===== src/rtl/mc_ctrl_pkg.sv =====
// mc_ctrl_pkg: shared ALU one-hot codes, FSM states, opcodes, mux codes and control bundle
package mc_ctrl_pkg;
  localparam logic [11:0] ALU_ADD = 12'h800, ALU_SUB = 12'h400, ALU_SLT = 12'h200, ALU_SLTU = 12'h100;
  localparam logic [11:0] ALU_AND = 12'h080, ALU_NOR = 12'h040, ALU_OR = 12'h020, ALU_XOR = 12'h010;
  localparam logic [11:0] ALU_SLL = 12'h008, ALU_SRL = 12'h004, ALU_SRA = 12'h002, ALU_LUI = 12'h001;
  localparam logic [2:0] ST_IF = 3'd0, ST_ID = 3'd1, ST_EX = 3'd2, ST_MEM = 3'd3, ST_WB = 3'd4;
  localparam logic [5:0] OP_RTYPE = 6'h00, OP_J = 6'h02, OP_BEQ = 6'h04, OP_BNE = 6'h05;
  localparam logic [5:0] OP_ADDIU = 6'h09, OP_SLTI = 6'h0A, OP_SLTIU = 6'h0B, OP_ANDI = 6'h0C;
  localparam logic [5:0] OP_ORI = 6'h0D, OP_XORI = 6'h0E, OP_LUI = 6'h0F, OP_LW = 6'h23, OP_SW = 6'h2B;
  localparam logic [5:0] F_SLL = 6'h00, F_SRL = 6'h02, F_SRA = 6'h03, F_SLLV = 6'h04, F_SRLV = 6'h06;
  localparam logic [5:0] F_SRAV = 6'h07, F_ADDU = 6'h21, F_SUBU = 6'h23, F_AND = 6'h24, F_OR = 6'h25;
  localparam logic [5:0] F_XOR = 6'h26, F_NOR = 6'h27, F_SLT = 6'h2A, F_SLTU = 6'h2B;
  localparam logic [1:0] SRCA_PC = 2'd0, SRCA_RS = 2'd1, SRCA_SHAMT = 2'd2;
  localparam logic [2:0] SRCB_RT = 3'd0, SRCB_4 = 3'd1, SRCB_SEXT = 3'd2, SRCB_ZEXT = 3'd3, SRCB_BR = 3'd4;
  localparam logic [1:0] PC_ALU = 2'd0, PC_ALUOUT = 2'd1, PC_JUMP = 2'd2;
  typedef enum logic [2:0] {CLS_R, CLS_I, CLS_LW, CLS_SW, CLS_BEQ, CLS_BNE, CLS_J, CLS_ILL} cls_t;
  typedef struct packed {
    logic [11:0] alu_control;
    logic [1:0]  alu_src_a;
    logic [2:0]  alu_src_b;
    logic        ir_write;
    logic        pc_write;
    logic [1:0]  pc_src;
    logic        mem_req;
    logic        mem_we;
    logic        mem_addr_src;
    logic        reg_write;
    logic        mem_to_reg;
    logic        reg_dst;
    logic        illegal;
  } ctrl_t;
endpackage


===== src/rtl/mc_ctrl_inst_decode.sv =====
// inst_decode: classifies an instruction and picks its EX-stage ALU op and operand selects
module inst_decode
  import mc_ctrl_pkg::*;
(
  input  logic [31:0] inst,
  output cls_t        cls,
  output logic [11:0] alu_control,
  output logic [1:0]  alu_src_a,
  output logic [2:0]  alu_src_b,
  output logic        illegal
);
  logic [5:0] op, funct;
  logic unused_fields;
  assign op = inst[31:26];
  assign funct = inst[5:0];
  assign unused_fields = ^inst[25:6];
  // opcode/funct lookup; anything unlisted falls through as illegal
  always_comb begin
    cls = CLS_ILL;
    alu_control = '0;
    alu_src_a = SRCA_RS;
    alu_src_b = SRCB_RT;
    case (op)
      OP_RTYPE: begin
        cls = CLS_R;
        case (funct)
          F_ADDU: alu_control = ALU_ADD;
          F_SUBU: alu_control = ALU_SUB;
          F_SLT:  alu_control = ALU_SLT;
          F_SLTU: alu_control = ALU_SLTU;
          F_AND:  alu_control = ALU_AND;
          F_OR:   alu_control = ALU_OR;
          F_XOR:  alu_control = ALU_XOR;
          F_NOR:  alu_control = ALU_NOR;
          F_SLL:  begin alu_control = ALU_SLL; alu_src_a = SRCA_SHAMT; end
          F_SRL:  begin alu_control = ALU_SRL; alu_src_a = SRCA_SHAMT; end
          F_SRA:  begin alu_control = ALU_SRA; alu_src_a = SRCA_SHAMT; end
          F_SLLV: alu_control = ALU_SLL;
          F_SRLV: alu_control = ALU_SRL;
          F_SRAV: alu_control = ALU_SRA;
          default: cls = CLS_ILL;
        endcase
      end
      OP_ADDIU: begin cls = CLS_I; alu_control = ALU_ADD;  alu_src_b = SRCB_SEXT; end
      OP_SLTI:  begin cls = CLS_I; alu_control = ALU_SLT;  alu_src_b = SRCB_SEXT; end
      OP_SLTIU: begin cls = CLS_I; alu_control = ALU_SLTU; alu_src_b = SRCB_SEXT; end
      OP_ANDI:  begin cls = CLS_I; alu_control = ALU_AND;  alu_src_b = SRCB_ZEXT; end
      OP_ORI:   begin cls = CLS_I; alu_control = ALU_OR;   alu_src_b = SRCB_ZEXT; end
      OP_XORI:  begin cls = CLS_I; alu_control = ALU_XOR;  alu_src_b = SRCB_ZEXT; end
      OP_LUI:   begin cls = CLS_I; alu_control = ALU_LUI;  alu_src_b = SRCB_ZEXT; end
      OP_LW, OP_SW: begin
        cls = op == OP_LW ? CLS_LW : CLS_SW;
        alu_control = ALU_ADD;
        alu_src_b = SRCB_SEXT;
      end
      OP_BEQ, OP_BNE: begin
        cls = op == OP_BEQ ? CLS_BEQ : CLS_BNE;
        alu_control = ALU_SUB;
      end
      OP_J: cls = CLS_J;
      default: cls = CLS_ILL;
    endcase
  end
  assign illegal = cls == CLS_ILL;
endmodule


===== src/rtl/mc_ctrl.sv =====
// mc_ctrl: multi-cycle IF/ID/EX/MEM/WB sequencer driving the MIPS datapath controls
module mc_ctrl
  import mc_ctrl_pkg::*;
(
  input  logic        clk,
  input  logic        rst,
  input  logic [31:0] inst,
  input  logic        mem_ready,
  input  logic        alu_zero,
  output logic [11:0] alu_control,
  output logic [1:0]  alu_src_a,
  output logic [2:0]  alu_src_b,
  output logic        ir_write,
  output logic        pc_write,
  output logic [1:0]  pc_src,
  output logic        mem_req,
  output logic        mem_we,
  output logic        mem_addr_src,
  output logic        reg_write,
  output logic        mem_to_reg,
  output logic        reg_dst,
  output logic        illegal
);
  logic [2:0] state_q, state_d;
  cls_t cls;
  logic [11:0] dec_alu;
  logic [1:0] dec_src_a;
  logic [2:0] dec_src_b;
  logic dec_illegal;
  ctrl_t c;
  inst_decode u_dec (
    .inst(inst),
    .cls(cls),
    .alu_control(dec_alu),
    .alu_src_a(dec_src_a),
    .alu_src_b(dec_src_b),
    .illegal(dec_illegal)
  );
  // per-state control outputs and next-state selection
  always_comb begin
    c = '0;
    state_d = state_q;
    case (state_q)
      ST_IF: begin
        c.mem_req = 1'b1;
        if (mem_ready) begin
          c.ir_write = 1'b1;
          c.pc_write = 1'b1;
          c.alu_control = ALU_ADD;
          c.alu_src_b = SRCB_4;
          state_d = ST_ID;
        end
      end
      ST_ID: begin
        c.alu_control = ALU_ADD;
        c.alu_src_b = SRCB_BR;
        c.pc_write = cls == CLS_J;
        c.pc_src = cls == CLS_J ? PC_JUMP : PC_ALU;
        c.illegal = dec_illegal;
        state_d = (cls == CLS_J || dec_illegal) ? ST_IF : ST_EX;
      end
      ST_EX: begin
        c.alu_control = dec_alu;
        c.alu_src_a = dec_src_a;
        c.alu_src_b = dec_src_b;
        if (cls == CLS_BEQ || cls == CLS_BNE) begin
          c.pc_write = cls == CLS_BEQ ? alu_zero : !alu_zero;
          c.pc_src = PC_ALUOUT;
        end
        state_d = (cls == CLS_BEQ || cls == CLS_BNE) ? ST_IF :
                  (cls == CLS_LW || cls == CLS_SW) ? ST_MEM : ST_WB;
      end
      ST_MEM: begin
        c.mem_req = 1'b1;
        c.mem_addr_src = 1'b1;
        c.mem_we = cls == CLS_SW;
        if (mem_ready) state_d = cls == CLS_SW ? ST_IF : ST_WB;
      end
      ST_WB: begin
        c.reg_write = 1'b1;
        c.mem_to_reg = cls == CLS_LW;
        c.reg_dst = cls == CLS_R;
        state_d = ST_IF;
      end
      default: state_d = ST_IF;
    endcase
    if (rst) state_d = ST_IF;
  end
  // state register; reset folded into state_d
  always_ff @(posedge clk) state_q <= state_d;
  assign {alu_control, alu_src_a, alu_src_b, ir_write, pc_write, pc_src, mem_req, mem_we,
          mem_addr_src, reg_write, mem_to_reg, reg_dst, illegal} = rst ? '0 : c;
endmodule


===== config.mk =====
export PLATFORM = sky130hd
export DESIGN_NAME = mc_ctrl
export DESIGN_NICKNAME = d
export VERILOG_FILES = /design/src/rtl/mc_ctrl_pkg.sv /design/src/rtl/mc_ctrl_inst_decode.sv /design/src/rtl/mc_ctrl.sv
export SDC_FILE = /design/constraint.sdc
export NUM_CORES = 1
export LEC_CHECK = 0
export ABC_AREA = 1
export BUFFER_PORTS_ARGS = -buffer_cell sky130_fd_sc_hd__buf_2
export CAP_MARGIN = 20
export CELL_PAD_IN_SITES_DETAIL_PLACEMENT = 0
export CELL_PAD_IN_SITES_GLOBAL_PLACEMENT = 1
export CORE_MARGIN = 8
export CORE_UTILIZATION = 30
export CTS_CLUSTER_SIZE = 12
export DETAILED_ROUTE_END_ITERATION = 10
export GPL_ROUTABILITY_DRIVEN = 0
export PLACE_DENSITY = 0.87
export SLEW_MARGIN = 40
export SYNTH_ARGS = -nofsm -noshare
export SYNTH_HDL_FRONTEND = slang
export SYNTH_HIERARCHICAL = 1
export SYNTH_SLANG_ARGS = --single-unit

===== constraint.sdc =====
create_clock -name clk -period 2.45 [get_ports clk]
set_clock_uncertainty 0.1 [all_clocks]
set_input_delay 0.1225 -clock clk [delete_from_list [all_inputs] [get_ports clk]]
set_output_delay 0.1225 -clock clk [all_outputs]
set_load 0.005 [all_outputs]

==> impl_metrics.yaml <==
worst_hold_path:
  hp-class: "input port to flip-flop"
floorplanning:
  fp.dieH_um: 76.8
  core_um2: 3610
  io_pins: 64
  die_x_um: 76.8
  start_util_pct: 30.8
  fp.dieArea_um2: 5900
  rows: 22
yosys:
  synth_area_leaders: "inv_1 14%, nand3_1 11%, nand2_1 11%"
  ys_seq_elements: 3
  synth_cells: 205
  synth_async_sr_flop_share_pct: 0
  synth_top_area_cell: "inv_1"
  yosysWarnings: 6
  synth_edf_count: 0
  ys_seq_area_share_pct: 5.41
  ys_types: 30
  syn_avg_cell_area_um2: 5.41
  syn-num-nets: 241
  ys.flop_type: "dfxtp_1"
  syn_area_um2: 1110
  synth_top_area_share_pct: 13.5
clock_network:
  cts_buffer_depth: 2
  post_cts_resized: 0
  cts.hold.buffers_added: 0
  post_cts_buffers: 0
  cts_buffers: 3
  clk_pin_slew_ns: 0.03
  htreeDepth: 1
  clock_sinks: 3
  insertion_delay_ns: 0.22
  root_buffer: "clkbuf_8"
  cts_tree: "built"
drt:
  dr.pass1.iters: 4
  ant_nets: 0
  num_vias: 1281
  wl_per_cell_um: 10.2
  drc: 0
  wirelength_mm: 3.01
  first_iter_violations: 63
  viasPerCell: 4.33
grt:
  grt_pass1_vias: 1207
  grt_pass1_wl_mm: 5.24
  grt_max_degree: 16
  antenna_found_initial: 0
  grt-ovfl-total: 0
  grt_use_total_pct: 10.1
power:
  intPower_w: 0.000223
  p_total_w: 0.000371
  power_density_nw_per_um2: 266
  p_comb_share_pct: 45.7
  swShare_pct: 40.0
  seqPwrFrac_pct: 15.9
  cellLeakagePower_nw: 0.782
  clkPwrFrac_pct: 38.4
  net-switching-power_w: 0.000148
  ir_drop_mv: 0.272
final_layout:
  diodes: 0
  drive_gt1_share_pct: 38.7
  largest_reg_flops: 3
  area_growth_pct: 25.7
  final_nets: 285
  top_register: "state_q"
  top_regs: "state_q x3"
  final_cell_area_um2: 1400
  final_common_cell: "buf_2"
  final_cells: 296
  final_cell_mix: "43 x buf_2, 40 x inv_1, 32 x nand2_1, 27 x nor2_1, 25 x nand3_1"
  fill_cells: 406
place:
  dpl.cell_count: 292
  port_buffers: 43
  place_hpwl_mm: 2.51
  placed_area_um2: 1350
timing:
  fin_crit_ns: 2.09
  fin_crit_sh_pct: 85.5
  finalSetupTns_ns: 0
  fmax_mhz: 478
  setup_viol_count_final: 0
  rsz0062_at_grt: "false"
  hold_violations: 0
  drv_slew: 0
  holdWs_ns: 0.131
worst_setup_path:
  arrival_ns: 1.87
  start_kind: "input port"
  slowest_delay_ns: 0.25
  cp_max_fo: 12
  path_buf_inv: 4
  critPathMostFrequentCell: "nand3_2"
  critPathCaptureType: "primary output"
  crit_chain: "buf_2, nor2_1, nand3_2, nand2_1, inv_1, nand3_2, nand3_2, inv_1, nand3_1, o21a_1, a21oi_1, buf_2"
  crit_required_ns: 2.23
  crit_type: "input port to primary output"
  crit_family: "simple AND/OR/NAND/NOR gates"
  slowest_stage: "nand3_2"
status:
  status: "completed"
job:
  cap_violations: 0
-- worst paths after layout --
path	slack [ns]	depth (start not counted)	from	end
setup reg to reg	1.27	6	state_q[2]	state_q[0]
setup / recovery	0.36	12	inst[28]	pc_write
hold / removal	0.13	2	rst	state_q[0]
hold reg to reg	0.49	3	state_q[2]	state_q[2]
-- synthesized netlist by cell type (2+ instances only) --
library cell	n
a21oi_1	7
buf_6	2
dfxtp_1	3
inv_1	40
inv_2	9
nand2_1	32
nand2_2	7
nand3_1	25
nand3_2	9
nor2_1	27
nor2_2	12
nor2_4	5
nor3_1	4
nor3_2	2
nor4_1	2
o21ai_0	5
-- cell type report --
class | instances | area (um^2) | area share, %
multi-input combinational | 148 | 825 | 59.1
timing repair buffer | 43 | 215 | 15.4
inverter | 50 | 190 | 13.6
sequential | 3 | 60.1 | 4.30
tap | 48 | 60.1 | 4.30
clock buffer | 4 | 45.0 | 3.23
-- routing by layer --
metal | vias up | wire, um | GRT usage (%)
met5 | - | 0 | 0
met4 | 0 | 0 | 3.27
met3 | 0 | 190 | 2.80
met2 | 29 | 1260 | 14.9
met1 | 536 | 1560 | 13.7
li1 | 716 | - | -
-- per-stage QoR --
stage               util, %  setup WS [ns]
floorplan                 -          0.919
global route           38.7          0.109
finish                 38.7          0.356
global placement       37.4          0.340
detailed placement     37.4          0.374
CTS                    38.7          0.365
-- logic make-up (layout without fill, tap and decap cells) --
family | after synthesis | count (layout) | synth area share (%)
other cells | 1 | 1 | 0.338
compound gates | 17 | 17 | 9.02
buf+inv | 54 | 97 | 20.3
simple gates | 130 | 130 | 64.9
flops | 3 | 3 | 5.41
-- power groups by stage --
stage / logic, W / registers, W / clock network (W)
after floorplan: 0.000118 / 0.0000578 / 0
after global placement: 0.000170 / 0.0000590 / 0
after detailed placement: 0.000169 / 0.0000592 / 0
after CTS: 0.000170 / 0.0000585 / 0.000147
after global routing: 0.000191 / 0.0000590 / 0.000150
final: 0.000170 / 0.0000589 / 0.000142
(Power assumes the default switching activity.)
